[src/rtl/uart_receiver.sv]
// rtl/uart_receiver.sv - UART serial-to-parallel receive stage with mid-bit sampling.
// Optional macro UART_RX_MAJORITY_EN: 2-of-3 majority vote around each sample point.
module uart_receiver #(
    parameter int WORD_SIZE    = 8,
    parameter int CLKS_PER_BIT = 16
) (
    input  logic                 clk,
    input  logic                 rst,
    input  logic                 Rx,
    output logic [WORD_SIZE-1:0] Rx_Data,
    output logic                 Rx_Valid,
    output logic                 Framing_Err,
    output logic                 Rx_Busy
);

    localparam int CW = $clog2(CLKS_PER_BIT);
    localparam int BW = $clog2(WORD_SIZE + 1);
`ifdef UART_RX_MAJORITY_EN
    localparam int START_PT = CLKS_PER_BIT / 2;
`else
    localparam int START_PT = CLKS_PER_BIT / 2 - 1;
`endif
    localparam logic [CW-1:0] START_CNT = CW'(START_PT);
    localparam logic [CW-1:0] BIT_CNT   = CW'(CLKS_PER_BIT - 1);
    localparam logic [BW-1:0] LAST_BIT  = BW'(WORD_SIZE - 1);

    typedef enum logic [2:0] {
        S_IDLE,
        S_START,
        S_DATA,
        S_STOP,
        S_BRK
    } state_t;

    state_t               state, state_n;
    logic [CW-1:0]        cnt, cnt_n;
    logic [BW-1:0]        bit_cnt, bit_n;
    logic [WORD_SIZE-1:0] shift, shift_n;
    logic [WORD_SIZE-1:0] data_n;
    logic                 valid_n, err_n;
    logic                 rx_m, rx_s;
    logic                 sample;
    logic [WORD_SIZE:0]   shift_cat;

    always_ff @(posedge clk or negedge rst) begin
        if (!rst) begin
            rx_m <= 1'b1;
            rx_s <= 1'b1;
        end else begin
            rx_m <= Rx;
            rx_s <= rx_m;
        end
    end

`ifdef UART_RX_MAJORITY_EN
    // The decision is taken one cycle after the nominal point, so the current
    // rx_s is the "count+1" vote and the two history flops are count and count-1.
    logic rx_d1, rx_d2;
    always_ff @(posedge clk or negedge rst) begin
        if (!rst) begin
            rx_d1 <= 1'b1;
            rx_d2 <= 1'b1;
        end else begin
            rx_d1 <= rx_s;
            rx_d2 <= rx_d1;
        end
    end
    assign sample = (rx_s & rx_d1) | (rx_s & rx_d2) | (rx_d1 & rx_d2);
`else
    assign sample = rx_s;
`endif

    assign shift_cat = {sample, shift};

    always_comb begin
        state_n = state;
        cnt_n   = cnt + 1'b1;
        bit_n   = bit_cnt;
        shift_n = shift;
        data_n  = Rx_Data;
        valid_n = 1'b0;
        err_n   = 1'b0;
        case (state)
            S_IDLE: begin
                cnt_n = '0;
                if (!rx_s) state_n = S_START;
            end
            S_START: begin
                if (cnt == START_CNT) begin
                    cnt_n = '0;
                    if (sample) begin
                        state_n = S_IDLE;
                    end else begin
                        bit_n   = '0;
                        state_n = S_DATA;
                    end
                end
            end
            S_DATA: begin
                if (cnt == BIT_CNT) begin
                    cnt_n   = '0;
                    shift_n = shift_cat[WORD_SIZE:1];
                    bit_n   = bit_cnt + 1'b1;
                    if (bit_cnt == LAST_BIT) state_n = S_STOP;
                end
            end
            S_STOP: begin
                // Leaving at mid-stop-bit leaves half a bit to spot a back-to-back start edge.
                if (cnt == BIT_CNT) begin
                    cnt_n = '0;
                    if (sample) begin
                        data_n  = shift;
                        valid_n = 1'b1;
                        state_n = S_IDLE;
                    end else begin
                        err_n   = 1'b1;
                        state_n = S_BRK;
                    end
                end
            end
            S_BRK: begin
                cnt_n = '0;
                if (rx_s) state_n = S_IDLE;
            end
            default: begin
                cnt_n   = '0;
                state_n = S_IDLE;
            end
        endcase
    end

    always_ff @(posedge clk or negedge rst) begin
        if (!rst) begin
            state       <= S_IDLE;
            cnt         <= '0;
            bit_cnt     <= '0;
            shift       <= '0;
            Rx_Data     <= '0;
            Rx_Valid    <= 1'b0;
            Framing_Err <= 1'b0;
            Rx_Busy     <= 1'b0;
        end else begin
            state       <= state_n;
            cnt         <= cnt_n;
            bit_cnt     <= bit_n;
            shift       <= shift_n;
            Rx_Data     <= data_n;
            Rx_Valid    <= valid_n;
            Framing_Err <= err_n;
            Rx_Busy     <= (state != S_IDLE);
        end
    end

endmodule

[config.mk]
export PLATFORM = sky130hd
export DESIGN_NAME = uart_receiver
export DESIGN_NICKNAME = d
export VERILOG_FILES = /design/src/rtl/uart_receiver.sv
export SDC_FILE = /design/constraint.sdc
export NUM_CORES = 1
export LEC_CHECK = 0
export CELL_PAD_IN_SITES_DETAIL_PLACEMENT = 0
export CELL_PAD_IN_SITES_GLOBAL_PLACEMENT = 1
export CORE_ASPECT_RATIO = 0.9
export CORE_MARGIN = 2
export CORE_UTILIZATION = 44
export DETAILED_ROUTE_END_ITERATION = 16
export PLACE_DENSITY_LB_ADDON = 0.15
export REMOVE_ABC_BUFFERS = 1
export SYNTH_ARGS = -nofsm -noshare
export SYNTH_HDL_FRONTEND = slang
export SYNTH_SLANG_ARGS = --single-unit
[constraint.sdc]
create_clock -name clk -period 2 [get_ports clk]
set_input_delay 0.3 -clock clk [delete_from_list [all_inputs] [get_ports clk]]
set_output_delay 0.3 -clock clk [all_outputs]
set_load 0.1 [all_outputs]
==> results of run 1 <==
[critical path: cells and delay by family, from the launching register on]
kind	cells	cell delay, ns
flops	1	0.38
mux	1	0.37
simple gates	2	0.61
fa+ha+maj	1	0.22
[worst max path at each step]
stage,slack [ns],startpoint,endpoint,depth (start not counted)
after floorplan,0.39,state[1],bit_cnt[0],3
after global placement,0.34,cnt[0],Rx_Data[0],4
after detailed placement,0.29,cnt[0],Rx_Data[1],4
after CTS,0.28,cnt[0],Rx_Data[7],4
after global routing,0.20,cnt[0],Rx_Data[7],4
final,0.32,cnt[0],Rx_Data[7],4
[synthesized netlist by cell type, types with 3 or more instances]
master and instances:
nand2b_1 4, nand2_1 3, inv_1 4, nand3_1 4, nor2_1 3, nor3b_1 3, mux2_2 17, dfrtp_1 30
[where the power goes]
part / internal [uW] / switching [uW]
logic: 30.9 / 50.6
clock network: 332 / 220
registers: 663 / 14.0
[stage by stage]
stage / total power, uW / hold slack (ns) / setup WS (ns) / cells
finish: 1310 / 0.361 / 0.316 / 167
global route: 1370 / 0.370 / 0.200 / 167
CTS: 1330 / 0.362 / 0.284 / 167
detailed placement: 774 / 0.348 / 0.288 / 159
global placement: 772 / 0.346 / 0.344 / 159
floorplan: 737 / 0.00441 / 0.393 / 100
[layer usage]
layer	global-route usage, %	vias up	share of wire (%)	wire length (um)
li1	-	413	-	-
met1	21.9	438	53	1250
met2	23.3	13	42	1010
met3	5.33	4	3.6	86
met4	5.28	0	1.1	27
met5	0	-	0	0
[cell type report]
type,instances,area (sq um),area share [%]
inverters,4,15.0,0.906
repair buffers,17,133,8.00
multi-input cells,64,559,33.7
clock buffers,7,65.1,3.92
flip-flops and latches,32,803,48.5
clock inverters,1,30.0,1.81
well taps,42,52.6,3.17
[kinds of logic after synthesis]
| logic type | after synthesis |
|---|---|
| AO/OA/AOI/OAI | 10 |
| XOR/XNOR | 3 |
| adder cells (fa/ha/maj) | 2 |
| buffers and inverters | 7 |
| flip-flops | 32 |
| multiplexers | 19 |
| AND/OR/NAND/NOR | 30 |
[registers in the layout, summed over array words and instances, names as in the netlist]
register     flops
Framing_Err      1
Rx_Busy          1
Rx_Data          8
Rx_Valid         1
bit_cnt          4
cnt              4
rx_m             1
rx_s             1
shift            8
state            3
==> run summary, run 1 <==
post-synth top area cell: dfrtp_1
flops & latches, synth: 32
Finish-stage setup viols: 0
routed vias/inst: 5.20
RR Endpoint: Rx_Data[7]
Fin Setup TNS: 0 ns
post-route minimum period: 1.68 ns
first-pass GRT wire length: 4270 um
CTS tree: built
crit path DAT: 1.89 ns
prevailing post-synth register cell: dfrtp_1
# DRC: 0
Layout Nets: 129
initial antenna violation count: 0
Synth Area in Compound Gates: 7.37%
antenna-violating nets left: 0
Starting Density: 45.7%
maximum vdd drop: 365 uV
CP peak stage delay: 0.38 ns
Pleak: 0.000799 uW
status: finished clean
drt initial violations: 22
H-tree levels: 2
cells on worst reg2reg path: 4
clk_skew: 0.0101 ns
CP endpoint kind: register
Setup CP Type: register to register
Mapped Cells: 103
Clock Latency Late Sink: 0.32 ns
largest net degree at the start of global routing: 33
largest family of logic cells by synthesized area: multiplexers
sequential area share after synthesis: 57.7%
clock sink count: 32
hpwl dp: 1640 um
commonest non-fill, non-tap cells in the layout: dfrtp_1 (30), mux2_2 (17), buf_4 (15), clkbuf_4 (5)
unrepaired setup endpoints after global routing: false
Req. time, crit path: 2.21 ns
Power Density: 790 nW/um^2
GRT Util Overall: 15.7%
Hold Crit Class: primary input to asynchronous set/reset pin
post-synth cell types: 33
via count: 868
clk slew on worst S/H paths: 0.10 ns
fin crit share: 84.2%
fraction of layout cells with a size suffix above 1: 37.6%
relative slew slack: 67.5%
synth top area cells: dfrtp_1 (54%), mux2_2 (14%), dfstp_2 (3.8%), a2111oi_4 (2.0%), ha_1 (1.8%)
vias in the first global route: 879
xor and xnor area share after synthesis: 1.89%
Yosys warning total: 0
core footprint: 3040 sq um
IO Count: 14
post-route cell area: 1660 sq um
kind of start point of the critical path: register
Slew @ Worst Pin: 0.485 ns
Hold Buf Count CTS: 0
Cell Chain, Critical Path: ha_1 -> and4b_1 -> nand4_2 -> mux2_2
top cell type's share of synthesized area: 54.0%
Max Clock Freq: 0.594 GHz
Syn Area/Cell: 13.5 sq um
worst r2r src: cnt[0]
die height: 57.3 um
max-slew violations: 0
max-cap violations: 0
post-synthesis adder-cell area fraction: 1.80%
Filler Cells Inserted: 274
Post-synth EDFFs: 0
post-cts gate resize count: 0
total CTS buffers: 5
worst-case clock buffer depth: 2
fraction of registers with async set/reset: 100%
Root Driver: clkbuf_4
port bufs: 13
Slowest cell on crit path: dfrtp_1
Die Area: 3630 sq um
Area growth syn-to-layout: 19.2%
width of the die: 63.3 um
multiplexer share of the synthesized area: 15.2%
final hold violation count: 0
average wire per standard cell: 14.2 um
Mapped Area: 1390 sq um
dpl cell area: 1560 sq um
# Post-CTS Setup Buffers: 0
Util after Layout: 54.5%
Post-Synth Simple-Gate Area: 13.9%
commonest non-fill, non-tap cell in the layout: dfrtp_1
final WL: 2380 um
total global routing overflow: 0
critical path fanouts, max: 9
Cell Rows: 19
antenna cell count: 0
Pre-antenna DRT Iters: 4
R2R setup slack: 0.32 ns
GPL Wtd Cong: 0.735
Power figures use the tool's default switching activity.
==> run 2: changes to the inputs <==
==> constraint.sdc (replaced) <==
create_clock -name clk -period 1.55 [get_ports clk]
set_input_delay 0.2325 -clock clk [delete_from_list [all_inputs] [get_ports clk]]
set_output_delay 0.2325 -clock clk [all_outputs]
set_load 0.1 [all_outputs]
==> run summary, run 2 (synthesized netlist as in run 1, its figures left out) <==
total CTS buffers: 5 (unchanged)
CP peak stage delay: 0.47 ns (was 0.38 ns)
clk_skew: 0.00602 ns (was 0.0101 ns)
worst r2r src: rx_s (was cnt[0])
kind of start point of the critical path: register (unchanged)
worst-case clock buffer depth: 2 (unchanged)
final hold violation count: 0 (unchanged)
pre-CTS WS: -0.0525 ns (was 0.288 ns)
Util after Layout: 62.1% (was 54.5%)
relative slew slack: 73.2% (was 67.5%)
Final WS setup: 0.0187 ns (was 0.316 ns)
Layout Nets: 139 (was 129)
# DRC: 0 (unchanged)
Fin Setup TNS: 0 ns (unchanged)
max-slew violations: 0 (unchanged)
R2R setup slack: 0.02 ns (was 0.32 ns)
average wire per standard cell: 14.1 um (was 14.2 um)
Pleak: 0.000869 uW (was 0.000799 uW)
critical path fanouts, max: 4 (was 9)
Levels on crit path: 3 (was 4)
Max Clock Freq: 0.653 GHz (was 0.594 GHz)
largest net degree at the start of global routing: 33 (unchanged)
routed vias/inst: 5.12 (was 5.20)
width of the die: 63.3 um (unchanged)
antenna-violating nets left: 0 (unchanged)
Slew @ Worst Pin: 0.402 ns (was 0.485 ns)
Cell Chain, Critical Path: or3b_4 -> a2111oi_4 -> mux2i_1 (was ha_1 -> and4b_1 -> nand4_2 -> mux2_2)
CTS tree: built (unchanged)
maximum vdd drop: 586 uV (was 365 uV)
unrepaired setup endpoints after global routing: true (was false)
port bufs: 13 (unchanged)
commonest non-fill, non-tap cell in the layout: dfrtp_1 (unchanged)
fin crit share: 98.8% (was 84.2%)
core footprint: 3040 sq um (unchanged)
Req. time, crit path: 1.75 ns (was 2.21 ns)
initial antenna violation count: 0 (unchanged)
cells on worst reg2reg path: 3 (was 4)
fraction of layout cells with a size suffix above 1: 45.2% (was 37.6%)
leading registers by flop count: Rx_Data x8, shift x8 (unchanged)
vias in the first global route: 929 (was 879)
hpwl dp: 1680 um (was 1640 um)
Setup CP Type: register to register (unchanged)
Starting Density: 45.7% (unchanged)
Finish-stage setup viols: 0 (unchanged)
Area growth syn-to-layout: 35.8% (was 19.2%)
buffer and inverter count on the worst path: 0 (unchanged)
Inst Count DP: 167 (was 159)
final WL: 2500 um (was 2380 um)
clk slew on worst S/H paths: 0.10 ns (about the same)
GRT Util Overall: 16.1% (was 15.7%)
status: finished clean (unchanged)
Clock Latency Late Sink: 0.33 ns (was 0.32 ns)
drt initial violations: 15 (was 22)
total chip power: 1630 uW (was 1310 uW)
max-cap violations: 0 (unchanged)
total global routing overflow: 0 (unchanged)
Hold Crit Class: primary input to asynchronous set/reset pin (unchanged)
Root Driver: clkbuf_4 (unchanged)
GPL Wtd Cong: 0.750 (was 0.735)
IO Count: 14 (unchanged)
Slowest cell on crit path: a2111oi_4 (was dfrtp_1)
family with the most delay on the worst path: compound AO/OA/AOI/OAI gates (was simple AND/OR/NAND/NOR gates)
Die Area: 3630 sq um (unchanged)
RR Endpoint: bit_cnt[0] (was Rx_Data[7])
CP endpoint kind: register (unchanged)
commonest non-fill, non-tap cells in the layout: dfrtp_1 (30), mux2_2 (17), buf_4 (13), buf_12 (12), clkbuf_4 (5) (was dfrtp_1 (30), mux2_2 (17), buf_4 (15), clkbuf_4 (5))
Power Density: 865 nW/um^2 (was 790 nW/um^2)
Cell Rows: 19 (unchanged)
Hold Buf Count CTS: 0 (unchanged)
die height: 57.3 um (unchanged)
first-pass GRT wire length: 4430 um (was 4270 um)
Pre-antenna DRT Iters: 4 (unchanged)
antenna cell count: 0 (unchanged)
fin cells: 177 (was 167)
clock sink count: 32 (unchanged)
post-route minimum period: 1.53 ns (was 1.68 ns)
via count: 907 (was 868)
H-tree levels: 2 (unchanged)
crit path DAT: 1.73 ns (was 1.89 ns)
[run 2: power breakdown]
part           switching, uW  internal, uW
Combinational           78.5          66.3
Sequential              15.6           856
Clock                    281           336
[run 2: timing repair]
item	in CTS	in global routing
resized for setup	2	4
cloned	0	0
setup buffers	0	2
endpoints found under the setup margin	10	22
pin swaps	1	5
[run 2: final cells by class]
cell class              count  area, sq um
repair buffers             27          358
flip-flops and latches     32          803
inverters                   4         15.0
well taps                  42         52.6
clock inverters             3         42.5
multi-input cells          64          581
clock buffers               5         37.5
fillers                   250         1150
[run 2: worst max-delay path by stage]
stage	slack (ns)	from	to
2_1_floorplan	-0.06	state[1]	bit_cnt[0]
4_1_cts	0.0002	state[0]	bit_cnt[0]
6_report	0.02	rx_s	bit_cnt[0]
3_3_place_gp	0.004	cnt[0]	Rx_Data[2]
3_5_place_dp	-0.05	cnt[1]	Rx_Data[1]
5_1_grt	-0.07	state[1]	bit_cnt[0]
[run 2: per-stage QoR]
step | cell area (sq um) | hold slack (ns)
6_report | 1890 | 0.253
5_1_grt | 1890 | 0.254
3_3_place_gp | 1770 | 0.348
3_5_place_dp | 1770 | 0.347
4_1_cts | 1860 | 0.243
2_1_floorplan | 1380 | -0.0631
[run 2: layer usage]
metal / GRT usage [%] / up-vias / wire, um
met2: 24.0 / 14 / 1120
met1: 21.5 / 449 / 1220
met3: 6.11 / 6 / 120
met5: 0 / - / 0
met4: 6.21 / 0 / 42
li1: - / 438 / -
